===== src/rtl/mem_port_arbiter.sv =====
// mem_port_arbiter: shares one word-wide memory port between NUM_REQ matcher
// stages. A grant is held for the whole burst (while the owner keeps ce high).
// Bursts are arbitrated round-robin. A sticky watchdog records the first
// requester that keeps the port for MAX_HOLD cycles.
module mem_port_arbiter #(
    parameter int NUM_REQ  = 4,
    parameter int ADDR_W   = 32,
    parameter int DATA_W   = 32,
    parameter int MAX_HOLD = 64
) (
    input  logic                      clk,
    input  logic                      rst,
    input  logic [NUM_REQ-1:0]        req_ce_i,
    input  logic [NUM_REQ-1:0]        req_we_i,
    input  logic [NUM_REQ*ADDR_W-1:0] req_addr_i,
    input  logic [NUM_REQ*4-1:0]      req_width_i,
    input  logic [NUM_REQ*DATA_W-1:0] req_data_i,
    output logic [DATA_W-1:0]         req_data_o,
    output logic [NUM_REQ-1:0]        req_ready_o,
    output logic                      mem_ce_o,
    output logic                      mem_we_o,
    output logic [ADDR_W-1:0]         mem_addr_o,
    output logic [3:0]                mem_width_o,
    output logic [DATA_W-1:0]         mem_data_o,
    input  logic [DATA_W-1:0]         mem_data_i,
    input  logic                      mem_ready_i,
    output logic [NUM_REQ-1:0]        grant_o,
    output logic                      busy_o,
    output logic                      hold_err_o,
    output logic [2:0]                hold_err_id_o
);

    localparam int IDX_W = (NUM_REQ > 1) ? $clog2(NUM_REQ) : 1;
    localparam int CNT_W = $clog2(MAX_HOLD + 1);

    typedef enum logic [0:0] {
        ST_IDLE  = 1'b0,
        ST_GRANT = 1'b1
    } state_e;

    state_e               state_q, state_d;
    logic [NUM_REQ-1:0]   grant_q, grant_d;
    logic [IDX_W-1:0]     gidx_q, gidx_d;
    logic [IDX_W-1:0]     rr_ptr_q, rr_ptr_d;
    logic [CNT_W-1:0]     hold_cnt_q, hold_cnt_d;
    logic                 hold_err_q, hold_err_d;
    logic [2:0]           hold_err_id_q, hold_err_id_d;
    logic [IDX_W:0]       pick_s;
    logic [IDX_W-1:0]     rel_ptr_s;

    logic [ADDR_W-1:0]    addr_s  [NUM_REQ];
    logic [3:0]           width_s [NUM_REQ];
    logic [DATA_W-1:0]    wdata_s [NUM_REQ];

    // First requester set in req, searching upward from ptr with wrap.
    // Result is {found, index}.
    function automatic logic [IDX_W:0] rr_pick(
        input logic [NUM_REQ-1:0] req,
        input logic [IDX_W-1:0]   ptr
    );
        logic [IDX_W:0]   res;
        logic [IDX_W-1:0] idx;
        res = {(IDX_W+1){1'b0}};
        // Walk from the farthest candidate back so the nearest one wins.
        for (int i = NUM_REQ - 1; i >= 0; i--) begin
            idx = IDX_W'((int'(ptr) + i) % NUM_REQ);
            if (req[idx]) begin
                res = {1'b1, idx};
            end
        end
        return res;
    endfunction

    // Index of the requester after idx, wrapping at NUM_REQ.
    function automatic logic [IDX_W-1:0] next_idx(input logic [IDX_W-1:0] idx);
        if (idx == IDX_W'(NUM_REQ - 1)) begin
            return {IDX_W{1'b0}};
        end else begin
            return idx + IDX_W'(1);
        end
    endfunction

    // One-hot vector with bit idx set.
    function automatic logic [NUM_REQ-1:0] onehot(input logic [IDX_W-1:0] idx);
        return {{(NUM_REQ-1){1'b0}}, 1'b1} << idx;
    endfunction

    for (genvar k = 0; k < NUM_REQ; k++) begin : g_unpack
        assign addr_s[k]  = req_addr_i[k*ADDR_W +: ADDR_W];
        assign width_s[k] = req_width_i[k*4 +: 4];
        assign wdata_s[k] = req_data_i[k*DATA_W +: DATA_W];
    end

    assign rel_ptr_s = next_idx(gidx_q);

    // State, grant, round-robin pointer and watchdog registers.
    always_ff @(posedge clk or negedge rst) begin
        if (!rst) begin
            state_q       <= ST_IDLE;
            grant_q       <= {NUM_REQ{1'b0}};
            gidx_q        <= {IDX_W{1'b0}};
            rr_ptr_q      <= {IDX_W{1'b0}};
            hold_cnt_q    <= {CNT_W{1'b0}};
            hold_err_q    <= 1'b0;
            hold_err_id_q <= 3'd0;
        end else begin
            state_q       <= state_d;
            grant_q       <= grant_d;
            gidx_q        <= gidx_d;
            rr_ptr_q      <= rr_ptr_d;
            hold_cnt_q    <= hold_cnt_d;
            hold_err_q    <= hold_err_d;
            hold_err_id_q <= hold_err_id_d;
        end
    end

    // Arbitration, burst lock, release with same-edge handover, watchdog.
    always_comb begin
        state_d       = state_q;
        grant_d       = grant_q;
        gidx_d        = gidx_q;
        rr_ptr_d      = rr_ptr_q;
        hold_cnt_d    = hold_cnt_q;
        hold_err_d    = hold_err_q;
        hold_err_id_d = hold_err_id_q;
        pick_s        = {(IDX_W+1){1'b0}};
        case (state_q)
            ST_IDLE: begin
                hold_cnt_d = {CNT_W{1'b0}};
                pick_s     = rr_pick(req_ce_i, rr_ptr_q);
                if (pick_s[IDX_W]) begin
                    state_d = ST_GRANT;
                    gidx_d  = pick_s[IDX_W-1:0];
                    grant_d = onehot(pick_s[IDX_W-1:0]);
                end else begin
                    state_d = ST_IDLE;
                    grant_d = {NUM_REQ{1'b0}};
                end
            end
            ST_GRANT: begin
                if (req_ce_i[gidx_q]) begin
                    // Burst still running: keep the grant, run the watchdog.
                    if (hold_cnt_q < CNT_W'(MAX_HOLD)) begin
                        hold_cnt_d = hold_cnt_q + CNT_W'(1);
                    end else begin
                        hold_cnt_d = hold_cnt_q;
                    end
                    if ((hold_cnt_q == CNT_W'(MAX_HOLD - 1)) && !hold_err_q) begin
                        hold_err_d    = 1'b1;
                        hold_err_id_d = 3'(gidx_q);
                    end else begin
                        hold_err_d    = hold_err_q;
                        hold_err_id_d = hold_err_id_q;
                    end
                end else begin
                    // Owner released: advance pointer past it, hand over at once.
                    rr_ptr_d   = rel_ptr_s;
                    hold_cnt_d = {CNT_W{1'b0}};
                    pick_s     = rr_pick(req_ce_i, rel_ptr_s);
                    if (pick_s[IDX_W]) begin
                        state_d = ST_GRANT;
                        gidx_d  = pick_s[IDX_W-1:0];
                        grant_d = onehot(pick_s[IDX_W-1:0]);
                    end else begin
                        state_d = ST_IDLE;
                        grant_d = {NUM_REQ{1'b0}};
                    end
                end
            end
            default: begin
                state_d    = ST_IDLE;
                grant_d    = {NUM_REQ{1'b0}};
                hold_cnt_d = {CNT_W{1'b0}};
            end
        endcase
    end

    // Port datapath: mux the granted requester onto memory, route ready back.
    always_comb begin
        mem_ce_o    = 1'b0;
        mem_we_o    = 1'b0;
        mem_addr_o  = {ADDR_W{1'b0}};
        mem_width_o = 4'd0;
        mem_data_o  = {DATA_W{1'b0}};
        req_ready_o = {NUM_REQ{1'b0}};
        req_data_o  = {DATA_W{1'b0}};
        if (state_q == ST_GRANT) begin
            mem_ce_o    = req_ce_i[gidx_q];
            mem_we_o    = req_we_i[gidx_q];
            mem_addr_o  = addr_s[gidx_q];
            mem_width_o = width_s[gidx_q];
            mem_data_o  = wdata_s[gidx_q];
            req_ready_o = grant_q & {NUM_REQ{mem_ready_i}};
            req_data_o  = mem_data_i;
        end else begin
            mem_ce_o    = 1'b0;
            req_ready_o = {NUM_REQ{1'b0}};
        end
    end

    assign grant_o       = grant_q;
    assign busy_o        = (state_q == ST_GRANT);
    assign hold_err_o    = hold_err_q;
    assign hold_err_id_o = hold_err_id_q;

endmodule


===== config.mk =====
export PLATFORM = sky130hd
export DESIGN_NAME = mem_port_arbiter
export DESIGN_NICKNAME = d
export VERILOG_FILES = /design/src/rtl/mem_port_arbiter.sv
export SDC_FILE = /design/constraint.sdc
export NUM_CORES = 1
export LEC_CHECK = 0
export ABC_AREA = 1
export CAP_MARGIN = 20
export CELL_PAD_IN_SITES_DETAIL_PLACEMENT = 1
export CELL_PAD_IN_SITES_GLOBAL_PLACEMENT = 1
export CORE_AREA = 2 2 166 168
export DETAILED_ROUTE_END_ITERATION = 6
export DIE_AREA = 0 0 168 170
export HOLD_SLACK_MARGIN = 0.15
export PLACE_DENSITY = 0.88
export REMOVE_ABC_BUFFERS = 1
export SYNTH_ARGS = -nofsm -noshare
export SYNTH_HDL_FRONTEND = slang
export SYNTH_SLANG_ARGS = --single-unit

===== constraint.sdc =====
create_clock -name clk -period 2.8 [get_ports clk]
set_input_delay 0.7 -clock clk [delete_from_list [all_inputs] [get_ports clk]]
set_output_delay 0.7 -clock clk [all_outputs]
set_load 0.01 [all_outputs]

== After elaboration in Yosys (flattened, before gate mapping) ==
Index checks and enable logic that the tools add are counted.
Widths: inputs -> output; s select.

* Output and inout port bits: 115
* Word-level logic and storage cells: 106
* Bits of input ports: 315
* Register bits after elaboration: 19

* $lt $le $gt $ge: 11
* Bitwise operators: 4
* Reduce and logical (&&, ||, !) cells: 5
* $add $sub $neg: 8
* Shift operators: 2
* Equality and inequality tests: 6
* Muxes and demuxes: 63

{| class="wikitable"
|+ Operators with widths
! operator !! count
|-
| $mux 32 || 7
|-
| $bmux 32 s2 || 2
|-
| $mux 3 || 11
|-
| $mux 4 || 7
|-
| $lt 2x3->1 const B || 9
|-
| $bmux 1 s2 || 10
|-
| $mux 1 || 15
|-
| $mux 7 || 2
|-
| $pmux 7 s2 || 1
|-
| $add 2x2->2 const B || 4
|-
| $bmux 4 s2 || 1
|-
| $mux 2 || 4
|-
| $pmux 4 s2 || 1
|-
| $shl 1x2->4 const A || 2
|-
| $add 7x1->7 const B || 1
|-
| $eq 7x6->1 const B || 1
|-
| $lt 7x7->1 const B || 1
|-
| $add 2x1->2 const B || 3
|-
| $reduce_and 3->1 || 2
|-
| $and 4x4->4 || 1
|-
| $ne 2x1->1 const B || 2
|-
| $pmux 2 s2 || 1
|-
| $ge 3x3->1 const B || 1
|-
| $ne 3x2->1 const B || 1
|-
| 8 further kinds || 9
|}

== Depth between registers and ports, before layout ==
* Depth after elaboration: 15
* Gate-level depth with buffers: 15
* Depth with buffers taken out: 15

== Least setup slack after synthesis ==
No wires, ideal clock.

* Path type: register to output
* Start point: reg gidx_q[0]
* End point: out mem_addr_o[10]
* Required time: 2100 ps
* Buffers on the path: 3
* Path slack: 776 ps
* Arrival time: 1324 ps
* Cell stages (with the launch flop): 7
* Path through: dfrtp_1 > buf_6 > inv_6 > buf_2 > clkbuf_1 > o21ai_0 > a21oi_1

* Cells in the longest elaborated chain, start to end: 5

{| class="wikitable"
|+ Ends and longest elaborated chain
! what !! RTL line !! source
|-
| start, declared || 43 || <nowiki>logic [IDX_W-1:0] gidx_q, gidx_d;</nowiki>
|-
| start signal, assigned || 101 || <nowiki>gidx_q <= {IDX_W{1'b0}};</nowiki>
|-
| start signal, assigned || 109 || <nowiki>gidx_q <= gidx_d;</nowiki>
|-
| $not 2->3 (implied by the code) || 190 || <nowiki>mem_addr_o = addr_s[gidx_q];</nowiki>
|-
| $bmux 32 s2 || 190 ||
|-
| $mux 32 (implied by the code) (2 in a row) || 190 ||
|-
| $mux 32 || 187 || <nowiki>if (state_q == ST_GRANT) begin</nowiki>
|-
| end, declared || 22 || <nowiki>output logic [ADDR_W-1:0] mem_addr_o,</nowiki>
|}

No other way between the ends. The select of a mux whose other input is x is not followed.

== Final worst setup path ==
* Start point: in req_ce_i[2]
* End point: out mem_ce_o

* Cells in the longest elaborated chain, start to end: 3

{| class="wikitable"
|+ Ends and longest elaborated chain
! what !! RTL line !! source
|-
| start, declared || 13 || <nowiki>input logic [NUM_REQ-1:0] req_ce_i,</nowiki>
|-
| $bmux 1 s2 || 188 || <nowiki>mem_ce_o = req_ce_i[gidx_q];</nowiki>
|-
| $mux 1 (implied by the code) || 188 ||
|-
| $mux 1 || 187 ||
|-
| end, declared || 20 || <nowiki>output logic mem_ce_o,</nowiki>
|}

No other way between the ends. The select of a mux whose other input is x is not followed.

==> metrics.yaml <==
cp-end-kind: "primary output"
peakVddDrop_mv: 0.330
port_buffers: 428
slew_headroom_pct: 57.0
grt_usage_pct: 17.5
synth_compound_gate_area_share_pct: 28.6
fp-row-count: 60
ant_nets: 0
synth_seq_area_share_pct: 12.0
initial_core_util_pct: 14.9
p_leak_uw: 0.00404
worstPathMaxFanout: 2
yosys.area_share.adder_pct: 0.631
cts_sinks: 19
gp_congestion: 0.886
first_pass_iters: 4
path_class: "input pin to primary output"
synth_largest_area_cell: "nor2_1"
maxCapViolCount: 0
grt_start_max_net_pins: 49
cts_buffer_depth: 2
synthMuxAreaShare_pct: 0
powerDensity_nw_per_um2: 900
worst_pin_slew_ns: 0.643
p_switching_uw: 4270
cts_buffers: 3
drc: 0
crit_slowest_cell: "clkdlybuf4s50_1"
ys_top_cells_by_count: "nor2_1, o21ai_0, nand2_1"
synth_top_family_by_area: "simple AND/OR/NAND/NOR gates"
status: "finished clean"
ys_ff_latch: 19
fin_crit_ns: 2.69
cts-root-buf: "clkbuf_16"
power_uw: 8070
antenna_found_initial: 4
synth_top_area_share_pct: 28.0
tritoncts: "yes"
holdBufCountCts: 0
combPwrFrac_pct: 90.1
routedWlPerCell_um: 16.8
finalSetupViolCount: 0
ff2ff_setup_slack_ns: 0.28
htree_num_levels: 1
power_frac_clock_pct: 3.7
syn_area_um2: 3970
die_h_um: 170
hpwlAfterDp_mm: 21.1
coreArea_um2: 26700
hold_path.class: "register to register"
area_delta_synth_final_pct: 126
grt_pass1_wl_mm: 39.7
clkTransAtPathRegs_ns: 0.05
synthArstFlopShare_pct: 100
synth_ff_type: "dfrtp_1"
skew_ns: 0.00188
drtIter0Drc: 197
netlist_instances: 825
drive_gt1_share_pct: 4.32
die-area_um2: 28600
whs_ns: 0.483
synthTopCellsByArea: "nor2_1, o21ai_0, dfrtp_1"
boundaryPins: 430
grt_pass1_vias: 7298
cp-start-kind: "input pin"
path_cells: "clkdlybuf4s50_1, inv_1, o21ai_0, nand2_2, nor2_8, dlygate4sd2_1"
synthSimpleGateAreaFrac_pct: 44.8
maxSlewViolCount: 0
synth-edff-count: 0
layout.nets: 1546
yosysMostFrequentCell: "nor2_1"
required_ns: 2.10
fin_crit_sh_pct: 96.2
cp.arrival_ns: 1.99
vias_per_cell: 4.44
clk_latency_ns: 0.26
die_w_um: 168
p_int_uw: 3800
cp_num_buf_inv: 3
rsz0062_at_grt: "false"
drt-total-wl_mm: 26.4
switching_share_pct: 52.9
vias: 6977
avgSynthCellArea_um2: 4.81
ys_warn_count: 0
synthDistinctLibCells: 32
cp_slowest_stage_delay_ns: 0.48
hold_violations: 0
clock.fmax_mhz: 371
cpLargestDelayFamily: "buffers and inverters"
synth-xor-area-share_pct: 1.10
grt-ovfl-total: 0
p_seq_share_pct: 6.1
-- cell usage in the layout, fill, tap and decap left out, drive strengths merged, types with 2 or more instances in the layout --
cell type / n
nand2: 126
clkbuf: 5
nor2: 300
a21oi: 74
xnor2: 2
nand4: 2
xor2: 3
clkdlybuf4s15: 2
ha: 2
o21ai: 149
dlygate4sd2: 47
dlymetal6s2s: 20
diode: 3
dfrtp: 19
nand3: 22
clkdlybuf4s50: 358
inv: 59
buf: 32
-- through the flow --
stage | utilization (%) | setup TNS, ns | worst slack [ns] | instance area (µm²) | instances
global route | 33.6 | 0 | 0.00357 | 8970 | 1572
CTS | 33.4 | -0.153 | -0.0314 | 8900 | 1568
detailed placement | 32.9 | -2.77 | -0.224 | 8770 | 1560
global placement | 32.9 | -1.99 | -0.203 | 8770 | 1560
floorplan | - | -149.91 | -1.86 | 3680 | 763
finish | 33.6 | 0 | 0.106 | 8970 | 1572
-- flip-flops by register name, indices dropped and copies added, names as in the netlist --
signal and flops:
gidx_q 2, hold_cnt_q 7, hold_err_o 1, grant_o 4
busy_o 1, rr_ptr_q 2, hold_err_id_o 2
-- layout make-up --
| cell class | count | area, µm² |
|---|---|---|
| clock buffers | 4 | 78.8 |
| multi-input cells | 685 | 2990 |
| inverters | 59 | 226 |
| fillers | 3469 | 17700 |
| diodes | 3 | 7.51 |
| repair buffers | 461 | 4760 |
| well taps | 341 | 427 |
| flip-flops and latches | 19 | 480 |
-- worst reg2reg max path, stage by stage (launching register included) --
cell and delay (ns):
dfrtp_4 0.57, buf_16 0.22, buf_4 0.18, ha_1 0.34
inv_1 0.16, nand2_1 0.07, nand2_1 0.11, nand2_1 0.06
nand2_1 0.07, nand2_1 0.09, nor2_2 0.18, nor2_1 0.09
nand3_1 0.10, nand2_1 0.06, nand2_1 0.06, nand2_1 0.05
-- routing by layer --
metal	GRT usage, %	wire length (µm)	up-vias	part of all wire (%)
met2	33.1	13500	294	51
met4	6.01	884	0	3.4
li1	-	-	3430	-
met3	4.42	1930	45	7.3
met5	0	0	-	0
met1	18.9	10100	3208	38
-- power groups by stage --
stage	Sequential (µW)	Combinational [µW]	Clock, µW
after CTS	509	7430	309
after floorplan	754	3360	0
after global routing	517	8070	317
final	495	7280	301
after detailed placement	488	7570	0
after global placement	485	7400	0
-- worst paths after layout --
kind / to / start / depth (start not counted)
max: mem_ce_o / req_ce_i[2] / 6
min reg2reg: hold_err_o / hold_err_o / 2
min: hold_err_o / hold_err_o / 2
max in group asynchronous: hold_cnt_q[1] / rst / 2
min in group asynchronous: hold_err_o / rst / 1
max reg2reg: grant_o[2] / gidx_q[0] / 15
-- repair_timing --
item | in CTS | in global routing
endpoints found under the setup margin | 53 | 23
buffers inserted | 1 | 1
endpoints found under the hold margin | 0 | 0
gates cloned | 3 | 0
gates resized for setup | 58 | 24
-- cells by family after synthesis --
group	count (synthesis)
and+or+nand+nor	452
xor gates and xnor gates	5
DFF	19
AOI/OAI and AO/OA	225
buffers and inverters	121
adders and majority gates	2
other	1
No activity file was read; power rests on OpenSTA's default activity.
